===== src/rtl/exu_wb_merge.sv =====
// exu_wb_merge: write-back merge of the ALU/LSU result stream and the MAC
// result stream into the single register-file write port. The ALU path has
// priority. MAC results wait in a small in-order FIFO, and their destinations
// are exported as a pending mask so that decode can interlock readers.
// Optional feature macro: EXU_WB_MAC_BYPASS_EN. When it is defined, a MAC
// result retires in the same cycle if the FIFO is empty and the port is free.
module exu_wb_merge #(
  parameter int unsigned XLEN  = 32,
  parameter int unsigned DEPTH = 2
) (
  input  logic            clk,
  input  logic            rst_n,
  input  logic            freeze,
  input  logic [XLEN-1:0] alu_out,
  input  logic [4:0]      alu_rd_addr,
  input  logic            alu_rd_wr_en,
  input  logic [XLEN-1:0] alu_instr_tag,
  input  logic [XLEN-1:0] mac_out,
  input  logic [4:0]      mac_rd_addr,
  input  logic            mac_rd_wr_en,
  input  logic [XLEN-1:0] mac_instr_tag,
  output logic [XLEN-1:0] wb_data,
  output logic [4:0]      wb_rd_addr,
  output logic            wb_wr_en,
  output logic [XLEN-1:0] wb_instr_tag,
  output logic [31:0]     pending_rd_mask,
  output logic            mac_wb_full,
  output logic            mac_wb_overflow
);

  localparam int unsigned PTR_W = (DEPTH > 1) ? $clog2(DEPTH) : 1;
  localparam int unsigned CNT_W = $clog2(DEPTH + 1);

  typedef struct packed {
    logic [XLEN-1:0] data;
    logic [4:0]      rd;
    logic [XLEN-1:0] tag;
  } ent_t;

  ent_t             r_ent [DEPTH];
  logic [DEPTH-1:0] r_valid;
  logic [PTR_W-1:0] r_head;
  logic [PTR_W-1:0] r_tail;
  logic [CNT_W-1:0] r_count;
  logic             r_overflow;

  logic        w_alu_claim;
  logic        w_mac_req;
  logic        w_empty;
  logic        w_full;
  logic        w_pop;
  logic        w_bypass;
  logic        w_push_req;
  logic        w_push;
  logic        w_ovf_set;
  logic [31:0] w_mask;

  // Arbitration between the ALU claim, FIFO pop, MAC push and bypass
  assign w_alu_claim = alu_rd_wr_en && (alu_rd_addr != 5'd0);
  assign w_mac_req   = mac_rd_wr_en && (mac_rd_addr != 5'd0);
  assign w_empty     = (r_count == CNT_W'(0));
  assign w_full      = (r_count == CNT_W'(DEPTH));
  assign w_pop       = !w_alu_claim && !freeze && !w_empty;

`ifdef EXU_WB_MAC_BYPASS_EN
  assign w_bypass    = w_mac_req && w_empty && !w_alu_claim && !freeze;
`else
  assign w_bypass    = 1'b0;
`endif

  // A same-rd ALU claim supersedes the older MAC result, so it is never queued
  assign w_push_req  = !freeze && w_mac_req && !w_bypass &&
                       !(w_alu_claim && (alu_rd_addr == mac_rd_addr));
  assign w_push      = w_push_req && (!w_full || w_pop);
  assign w_ovf_set   = w_push_req && w_full && !w_pop;

  // FIFO storage, pointers, squash and the sticky overflow flag
  always_ff @(posedge clk or negedge rst_n) begin
    if (!rst_n) begin
      for (int unsigned i = 0; i < DEPTH; i++) begin
        r_ent[i] <= '0;
      end
      r_valid    <= '0;
      r_head     <= '0;
      r_tail     <= '0;
      r_count    <= '0;
      r_overflow <= 1'b0;
    end else if (!freeze) begin
      if (w_alu_claim) begin
        for (int unsigned i = 0; i < DEPTH; i++) begin
          if (r_ent[i].rd == alu_rd_addr) begin
            r_valid[i] <= 1'b0;
          end
        end
      end
      if (w_pop) begin
        r_valid[r_head] <= 1'b0;
        r_head          <= r_head + PTR_W'(1);
      end
      // Placed after the pop so a full-FIFO push into the freed slot wins
      if (w_push) begin
        r_ent[r_tail]   <= '{data: mac_out, rd: mac_rd_addr, tag: mac_instr_tag};
        r_valid[r_tail] <= 1'b1;
        r_tail          <= r_tail + PTR_W'(1);
      end
      if (w_push && !w_pop) begin
        r_count <= r_count + CNT_W'(1);
      end else if (w_pop && !w_push) begin
        r_count <= r_count - CNT_W'(1);
      end
      if (w_ovf_set) begin
        r_overflow <= 1'b1;
      end
    end
  end

  // Pending-destination mask over valid entries; popped slots are cleared
  always_comb begin
    w_mask = '0;
    for (int unsigned i = 0; i < DEPTH; i++) begin
      if (r_valid[i]) begin
        w_mask[r_ent[i].rd] = 1'b1;
      end
    end
    w_mask[0] = 1'b0;
  end

  assign pending_rd_mask = w_mask;
  assign mac_wb_full     = w_full;
  assign mac_wb_overflow = r_overflow;

  // Write-port mux; forced idle while reset is asserted
  always_comb begin
    wb_wr_en     = 1'b0;
    wb_data      = '0;
    wb_rd_addr   = '0;
    wb_instr_tag = '0;
    if (rst_n) begin
      if (w_alu_claim) begin
        wb_data      = alu_out;
        wb_rd_addr   = alu_rd_addr;
        wb_instr_tag = alu_instr_tag;
        wb_wr_en     = !freeze;
      end
`ifdef EXU_WB_MAC_BYPASS_EN
      else if (w_bypass) begin
        wb_data      = mac_out;
        wb_rd_addr   = mac_rd_addr;
        wb_instr_tag = mac_instr_tag;
        wb_wr_en     = 1'b1;
      end
`endif
      else if (!w_empty) begin
        wb_data      = r_ent[r_head].data;
        wb_rd_addr   = r_ent[r_head].rd;
        wb_instr_tag = r_ent[r_head].tag;
        wb_wr_en     = !freeze && r_valid[r_head];
      end
    end
  end

endmodule

===== config.mk =====
export PLATFORM = sky130hd
export DESIGN_NAME = exu_wb_merge
export DESIGN_NICKNAME = d
export VERILOG_FILES = /design/src/rtl/exu_wb_merge.sv
export SDC_FILE = /design/constraint.sdc
export NUM_CORES = 1
export LEC_CHECK = 0
export CAP_MARGIN = 20
export CORE_MARGIN = 2
export CORE_UTILIZATION = 40
export DETAILED_ROUTE_END_ITERATION = 8
export PLACE_DENSITY = 0.7
export SKIP_LAST_GASP = 1
export SLEW_MARGIN = 10
export SYNTH_ARGS = -nofsm -noshare
export SYNTH_HDL_FRONTEND = slang
export SYNTH_SLANG_ARGS = --single-unit

===== constraint.sdc =====
create_clock -name clk -period 4.3 [get_ports clk]
set_input_delay 0.645 -clock clk [delete_from_list [all_inputs] [get_ports clk]]
set_output_delay 0.645 -clock clk [all_outputs]
set_load 0.005 [all_outputs]

* Word-level counts from Yosys, hierarchy flattened
Index checks and enable logic that the tools add are counted.
** Storage, ports and cells
- Flip-flop bits (word level) :: 145
- Input bits :: 143
- Output and inout bits :: 104
- Word-level logic and storage cells :: 110
** Operators by class
- $add $sub $neg :: 4
- $lt $le $gt $ge :: 11
- Equal/unequal tests :: 4
- Muxes and demuxes :: 39
- Bitwise gates (word level) :: 7
- Reduce and logical (&&, ||, !) cells :: 34
** Operators with widths (number)
- $mux W69 :: 4
- $mux W32 :: 8
- $bwmux W138 :: 1
- $demux W69 S1 :: 1
- $or A32 B32 Y32 :: 1
- $logic_and A1 B1 Y1 :: 18
- $eq A5 B5 Y1 :: 3
- $mux W5 :: 3
- $mux W2 :: 7
- $lt A5 B6 Y1 const B :: 2
- $mux W1 :: 11
- $demux W1 S5 :: 2
- $ge A5 B1 Y1 const B :: 2
- $reduce_bool A5 Y1 :: 2
- $reduce_and A2 Y1 :: 4
- $logic_not A1 Y1 :: 7
- $ge A2 B2 Y1 const B :: 2
- $lt A1 B2 Y1 const B :: 2
- $not A1 Y2 :: 2
- $add A1 B1 Y1 const B :: 2
- $add A2 B1 Y2 const B :: 1
- $and A2 B2 Y2 :: 1
- $demux W1 S1 :: 2
- $eq A2 B2 Y1 const B :: 1
- other kinds (9) :: 10

* Longest topological paths before layout
Gate-level depths: netlist of the first run.
- Depth after elaboration :: 11
- Mapped depth :: 9
- Gate-level depth less buffers :: 8

* Least setup slack after synthesis of the first run
No wires, ideal clock.
- Path kind :: input to output
- Start point :: input alu_rd_addr[0]
- End point :: output wb_data[0]
- Data arrival time :: 2.156 ns
- Slack :: 1.499 ns
- Cell stages on the path :: 7
- Cells stage by stage :: or4_1 -> o21a_1 -> clkbuf_1 -> buf_2 -> clkbuf_1 -> a21oi_1 -> nor2b_1
** Between the ends
- Word-level cells in the longest chain between the ends :: 4
** RTL lines
- from (decl) :: RTL line 15 : input logic [4:0] alu_rd_addr,
- $reduce_bool A5 Y1 :: RTL line 59 : assign w_alu_claim = alu_rd_wr_en && (alu_rd_addr != 5'd0);
- $logic_and A1 B1 Y1 :: RTL line 59
- $mux W32 :: RTL line 139 : if (w_alu_claim) begin
- $mux W32 :: RTL line 138 : if (rst_n) begin
- to (decl) :: RTL line 22 : output logic [XLEN-1:0] wb_data,
No other way between the ends.

* Final worst setup path of the first run
- Start point :: input alu_rd_addr[0]
- End point :: output wb_instr_tag[14]
** Between the ends
- Word-level cells in the longest chain between the ends :: 4
** RTL lines
- $reduce_bool A5 Y1 :: RTL line 59
- $logic_and A1 B1 Y1 :: RTL line 59
- $mux W32 :: RTL line 139
- $mux W32 :: RTL line 138
- to (decl) :: RTL line 25 : output logic [XLEN-1:0] wb_instr_tag,
No other way between the ends.

==> impl_results.md, run 1 <==
- Tot GR Track Use: 20.2%
- Register area: 3630 um^2
- Synth-to-Final Area Change: 40.6%
- R2R setup slack: 2.11 ns
- Slew Viols, Final: 0
- IO Pins: 247
- Crit end category: output pin
- Final GP Congestion: 0.859
- TNS Setup: 0 ns
- Clk sinks: 145
- DR WL/cell: 17.1 um
- TritonCTS clock tree: done
- Drt pass-1 iters: 5
- Syn avg cell area: 11.1 um^2
- Post-synth EDFFs: 0
- Layout cells sized above 1: 20.7%
- CTS buffer count: 17
- Resized Gates After CTS: 0
- Iter 0 DRT Violations: 288
- Adder-cell share of the synthesized area: 0.153%
- Antenna Violating Nets Remaining: 0
- Area contributors post-synth: dfrtp_1 (44%), mux2_2 (18%), mux2i_1 (8.6%)
- Largest net degree at the start of global routing: 72
- Synth Area in Compound Gates: 7.16%
- Hold_buf cts: 0
- Worst slew pin tran: 0.853 ns
- Die area: 21600 um^2
- R2r endpoint: r_count[1]
- Fmax: 249 MHz
- Delay of the slowest cell on the worst path: 0.58 ns
- Synth warnings: 0
- DRC viols: 0
- Vias/cell: 5.24
- Startpoint Class: input pin
- HPWL Detailed: 14700 um
- Critical path's most frequent cell: clkdlybuf4s50_1
- H-tree levels: 4
- Crit Path Category: in -> out
- Sequential Power Share: 36.8%
- Worst r2r src: r_count[0]
- Die Wd: 147 um
- Clock transition at the registers of the reported paths: 0.06 ns
- Syn Nets: 883
- Count leader, synth: dfrtp_1
- Unrepaired setup endpoints after global routing: no
- Largest family of logic cells by synthesized area: multiplexers
- Initial antenna violation count: 1
- Vias in the first global route: 6654
- Internal power: 4.74 mW
- Req. time, crit path: 3.65 ns
- Max Cap Violations: 0
- Post-synthesis sequential area ratio: 44.4%
- CTS max path bufs: 2
- Final wirelength: 21200 um
- Yosys top cell by area: dfrtp_1
- Power Dens Cells: 620 nW/um^2
- Critical Path Fanout Max: 40
- Status: completed
- DR vias: 6496
- Worst reg2reg path depth: 7
- Logic pwr share: 41.7%
- Final net count: 1099
- Crit-path slowest cell: or4_1
- Post-route clock period utilization: 93.4%
- Row Count: 52
- Finish-stage setup viols: 0
- Hold WC Path Type: in -> async
- Fraction of synthesized area in multiplexers: 27.9%
- #FFs+latches synth: 145
- Post-synthesis simple-gate area fraction: 13.8%
- Slew HR: 43.0%
- IO Port Bufs: 245
- Remaining Overflow, GRT: 0
- CP arrival: 3.37 ns
- Synth top area share: 44.4%
- Post-Synth XOR/XNOR Area: 2.14%
- Post-Route Skew: 0.0103 ns
- Root buffer cell: clkbuf_16
- Starting Density: 40.6%
- Fin crit period: 4.01 ns
- Peak supply drop: 0.000305 V
- Async set-reset flop share out of synthesis: 100%
- Placeable core area: 20200 um^2
- CP Cell Sequence: clkdlybuf4s50_1, or4_1, o21a_4, buf_12, nor3_1, a21oi_1, nor2b_1, clkdlybuf4s50_1
- LEAKAGE: 4.63 nW
- P_sw: 2.39 mW
- Synth top cells by count: dfrtp_1 (145), mux2_2 (131), nor3_1 (72), mux2i_1 (70), nor2b_1 (70)
- Ys flop type: dfrtp_1
- First-pass GRT wire length: 34900 um
- Synthesized instance count: 739
- Cell area after synthesis: 8180 um^2
- Synth cell types: 34
- Footprint of the multi-input gates: 4200 um^2
- Die height: 147 um
- Post-CTS setup buffer count: 0
- Clk Latency, worst-skew pair: 0.42 ns
- Clock power share: 21.5%
- Final Power: 7.13 mW
- Final count of hold timing violations: 0
- Switching Share: 33.5%
- Fillers: 1755
-- placed cells by master (no fill, tap or decap), drive strengths merged, types with 10 or more instances in the layout --
| master | count |
|---|---|
| mux2 | 138 |
| o22ai | 31 |
| clkdlybuf4s50 | 244 |
| nor2 | 10 |
| clkbuf | 19 |
| buf | 19 |
| a21oi | 69 |
| dfrtp | 145 |
| nand3b | 10 |
| xor2 | 13 |
| nor3 | 72 |
| nor2b | 70 |
| mux2i | 70 |
-- registers in the layout, indices dropped and copies added (netlist names) --
register,count
r_count,2
r_head,1
r_tail,1
r_valid,2
mac_wb_overflow,1
r_ent,138
-- layer usage --
layer | part of all wire [%] | global-route usage, % | wire length [um]
met4 | 1.9 | 5.91 | 397
met2 | 48 | 34.0 | 10100
met5 | 0 | 0 | 0
met3 | 7.3 | 5.62 | 1540
met1 | 43 | 25.6 | 9190
-- metrics by stage --
stage | cells | worst slack (ns) | hold WS (ns) | util, % | area [um^2]
after global routing | 1238 | 0.150 | 0.232 | 57.0 | 11500
after global placement | 1206 | 0.391 | 0.473 | 53.9 | 10900
final | 1239 | 0.286 | 0.201 | 57.0 | 11500
after detailed placement | 1206 | 0.315 | 0.467 | 53.9 | 10900
after floorplan | 739 | 1.50 | 0.349 | - | 8180
after CTS | 1238 | 0.254 | 0.212 | 57.0 | 11500
-- critical path, delay by kind of cell --
kind,cells,cell delay [ns]
AOI/OAI and AO/OA,2,0.46
buffers and inverters,3,1.29
and+or+nand+nor,3,0.96
-- how the worst max path moves through the flow --
stage | slack [ns] | end | startpoint | cells after the start
floorplan | 1.50 | wb_data[0] | alu_rd_addr[0] | 7
CTS | 0.25 | wb_instr_tag[14] | alu_rd_addr[0] | 8
finish | 0.29 | wb_instr_tag[14] | alu_rd_addr[0] | 8
detailed placement | 0.31 | wb_instr_tag[14] | alu_rd_addr[0] | 8
global route | 0.15 | wb_instr_tag[14] | alu_rd_addr[0] | 8
global placement | 0.39 | wb_instr_tag[14] | alu_rd_addr[1] | 8
-- cells by family (layout without fill, tap and decap cells) --
family	Yosys count	in the layout
muxes	208	208
and+or+nand+nor	191	191
DFF	145	145
AOI/OAI and AO/OA	106	106
buffers and inverters	67	296
xor gates and xnor gates	20	20
adders and majority gates	1	1
other	1	2
-- power groups by stage --
| stage | Clock (mW) | Combinational [mW] | Sequential (mW) |
|---|---|---|---|
| after floorplan | 0 | 2.22 | 2.33 |
| after global placement | 0 | 2.96 | 2.60 |
| after detailed placement | 0 | 2.99 | 2.63 |
| after CTS | 1.58 | 3.01 | 2.62 |
| after global routing | 1.65 | 3.27 | 2.73 |
| final | 1.53 | 2.98 | 2.62 |
-- area by class of cell --
| cell class | count | share of cell area, % |
|---|---|---|
| clock inverters | 13 | 1.54 |
| clock buffers | 19 | 3.85 |
| flip-flops and latches | 145 | 31.6 |
| multi-input cells | 527 | 36.5 |
| diodes | 1 | 0.0218 |
| repair buffers | 263 | 23.5 |
| inverters | 1 | 0.0326 |
| well taps | 270 | 2.94 |
No activity file was read; power rests on OpenSTA's default activity.
==> run 2, diff against run 1 <==
--- a/config.mk
+++ b/config.mk
@@ -9,6 +9,7 @@
 export CORE_MARGIN = 2
 export CORE_UTILIZATION = 40
 export DETAILED_ROUTE_END_ITERATION = 8
+export GPL_TIMING_DRIVEN = 0
 export PLACE_DENSITY = 0.7
 export SKIP_LAST_GASP = 1
 export SLEW_MARGIN = 10
==> run 2 against run 1 <==
Effect of this change:
- clock skew shrank 0.0043 ns
- flip-flop and latch count unchanged
- critical path depth is 1 higher
- first-iteration DRC count increased by 6.6%
- clock power about the same
- fmax is 4.9% lower
- core utilization is 0.86 points higher
- sequential power decreased by 7.6%
- worst setup slack worse by 0.21 ns
- register-to-register slack hardly changed
- power up 2.0%
- highest routed layer is now met5
- design area up 1.5%
==> impl_results.md, run 2 (synthesis gave the netlist of run 1 again) <==
- Die height: 147 um (unchanged)
- Biggest regs: r_ent x138, r_count x2, r_valid x2 (unchanged)
- Max Cap Violations: 0 (unchanged)
- DRC viols: 0 (unchanged)
- Die Wd: 147 um (unchanged)
- Number of flip-flops in the largest register: 138 (unchanged)
- Clock transition at the registers of the reported paths: 0.06 ns (about the same)
- Remaining Overflow, GRT: 0 (unchanged)
- Switching Share: 34.2% (was 33.5%)
- TritonCTS clock tree: done (unchanged)
- Tot GR Track Use: 22.7% (was 20.2%)
- Final count of hold timing violations: 0 (unchanged)
- Clk Latency, worst-skew pair: 0.42 ns (about the same)
- DR vias: 6760 (was 6496)
- Commonest non-fill, non-tap cell in the layout: clkdlybuf4s50_1 (unchanged)
- Finish-stage setup viols: 0 (unchanged)
- Commonest non-fill, non-tap cells in the layout: clkdlybuf4s50_1 (243), dfrtp_1 (145), mux2_2 (131) (was clkdlybuf4s50_1 (244), dfrtp_1 (144), mux2_2 (131))
- Biggest register: r_ent (unchanged)
- Root buffer cell: clkbuf_16 (unchanged)
- CP arrival: 3.58 ns (was 3.37 ns)
- Crit end category: output pin (unchanged)
- Post-route clock period utilization: 98.2% (was 93.4%)
- Hold WC Path Type: in -> async (unchanged)
- Power Dens Cells: 623 nW/um^2 (was 620 nW/um^2)
- HPWL Detailed: 17800 um (was 14700 um)
- Synth-to-Final Area Change: 42.7% (was 40.6%)
- Hold_buf cts: 0 (unchanged)
- Layout cells sized above 1: 21.4% (was 20.7%)
- CTS max path bufs: 2 (unchanged)
- Slew Viols, Final: 0 (unchanged)
- H-tree levels: 4 (unchanged)
- IO Pins: 247 (unchanged)
- Slew HR: 36.0% (was 43.0%)
- Die area: 21600 um^2 (unchanged)
- Vias/cell: 5.25 (was 5.24)
- LEAKAGE: 4.70 nW (was 4.63 nW)
- Final Instance Area: 11700 um^2 (was 11500 um^2)
- Post-place setup slack: -0.219 ns (was 0.315 ns)
- Final wirelength: 24100 um (was 21200 um)
- Internal power: 4.78 mW (was 4.74 mW)
- Peak supply drop: 0.000322 V (was 0.000305 V)
- P_sw: 2.49 mW (was 2.39 mW)
- Status: completed (unchanged)
- Starting Density: 40.6% (unchanged)
- Drt pass-1 iters: 4 (was 5)
- Crit Path Category: in -> out (unchanged)
- Final net count: 1147 (was 1099)
- Fmax: 237 MHz (was 249 MHz)
- Critical Path Fanout Max: 10 (was 40)
- Unrepaired setup endpoints after global routing: yes (was no)
- Area post-placement: 11000 um^2 (was 10900 um^2)
- Logic pwr share: 45.8% (was 41.7%)
- IO Port Bufs: 244 (was 245)
- Largest net degree at the start of global routing: 96 (was 72)
- Antenna Violating Nets Remaining: 0 (unchanged)
- Worst slew pin tran: 0.959 ns (was 0.853 ns)
- Vias in the first global route: 6889 (was 6654)
- CTS buffer count: 17 (unchanged)
- Startpoint Class: input pin (unchanged)
- Initial antenna violation count: 3 (was 1)
- Clk sinks: 145 (unchanged)
- Post-CTS setup buffer count: 0 (unchanged)
- Post-Route Skew: 0.00596 ns (was 0.0103 ns)
- DR WL/cell: 18.7 um (was 17.1 um)
- Fin crit period: 4.22 ns (was 4.01 ns)
- Placeable core area: 20200 um^2 (unchanged)
- Sequential Power Share: 33.2% (was 36.8%)
- Req. time, crit path: 3.65 ns (about the same)
- Row Count: 52 (unchanged)
- Clock power share: 21.0% (was 21.5%)
- Final GP Congestion: 0.824 (was 0.859)
- PnR worst setup slack: 0.0775 ns (was 0.286 ns)
- Iter 0 DRT Violations: 307 (was 288)
- First-pass GRT wire length: 38300 um (was 34900 um)
-- run 2: metal layers --
layer  share of wire (%)  GRT usage, %  up-vias
met5               0.054             0        -
met3                 6.2          4.78       26
met2                  48          37.8      225
met4                 1.6          6.59        2
met1                  45          30.1     3317
li1                    -             -     3190
-- run 2: stage by stage --
step	util, %	TNS [ns]	std cells	hold WS, ns	total power, mW
6_report	57.9	0	1288	0.140	7.27
5_1_grt	57.9	-0.0332	1288	0.167	7.76
4_1_cts	57.6	-0.148	1286	0.158	7.29
3_5_place_dp	54.5	-7.11	1254	0.469	5.74
3_3_place_gp	54.3	-772.37	1253	0.464	5.65
2_1_floorplan	-	0	739	0.349	4.55
-- run 2: power by group through the flow --
stage | Combinational (mW) | Sequential (mW) | Clock, mW
after floorplan | 2.22 | 2.33 | 0
after global placement | 3.25 | 2.40 | 0
after detailed placement | 3.31 | 2.43 | 0
after CTS | 3.33 | 2.41 | 1.56
after global routing | 3.64 | 2.50 | 1.62
final | 3.33 | 2.42 | 1.53
-- run 2: critical path: stages --
cell and delay [ns]:
clkdlybuf4s50_1 0.55, or4_1 0.59, o21a_1 0.26, buf_2 0.24, clkbuf_2 0.26, nor3_1 0.33, a21oi_1 0.07, nor2b_1 0.12
clkdlybuf4s50_1 0.50
-- run 2: final timing paths --
kind | to | from | slack (ns) | cells past startpoint
worst max-delay path | wb_instr_tag[29] | alu_rd_addr[0] | 0.08 | 9
worst min-delay path | r_ent[52] | rst_n | 0.14 | 1
worst max register to register | r_count[1] | r_count[0] | 2.10 | 7
worst min register to register | r_count[1] | r_count[1] | 0.50 | 1
max in group asynchronous | r_ent[69] | rst_n | 3.35 | 2
min in group clk | r_count[1] | r_count[1] | 0.50 | 1
-- run 2: what timing repair did --
action | 4_1_cts | 5_1_grt
endpoints found under the setup margin | 55 | 64
resized for setup | 4 | 28
endpoints found under the hold margin | 0 | 0
-- run 2: area by class of cell --
cell class                 count  area, um^2
fill                        1770        8490
multi-input combinational    527        4240
sequential                   145        3630
timing repair buffer         245        2470
clock buffer                  21         460
buffer                        66         375
tap                          270         338
clock inverter                11         154
antenna                        2        5.00
inverter                       1        3.75
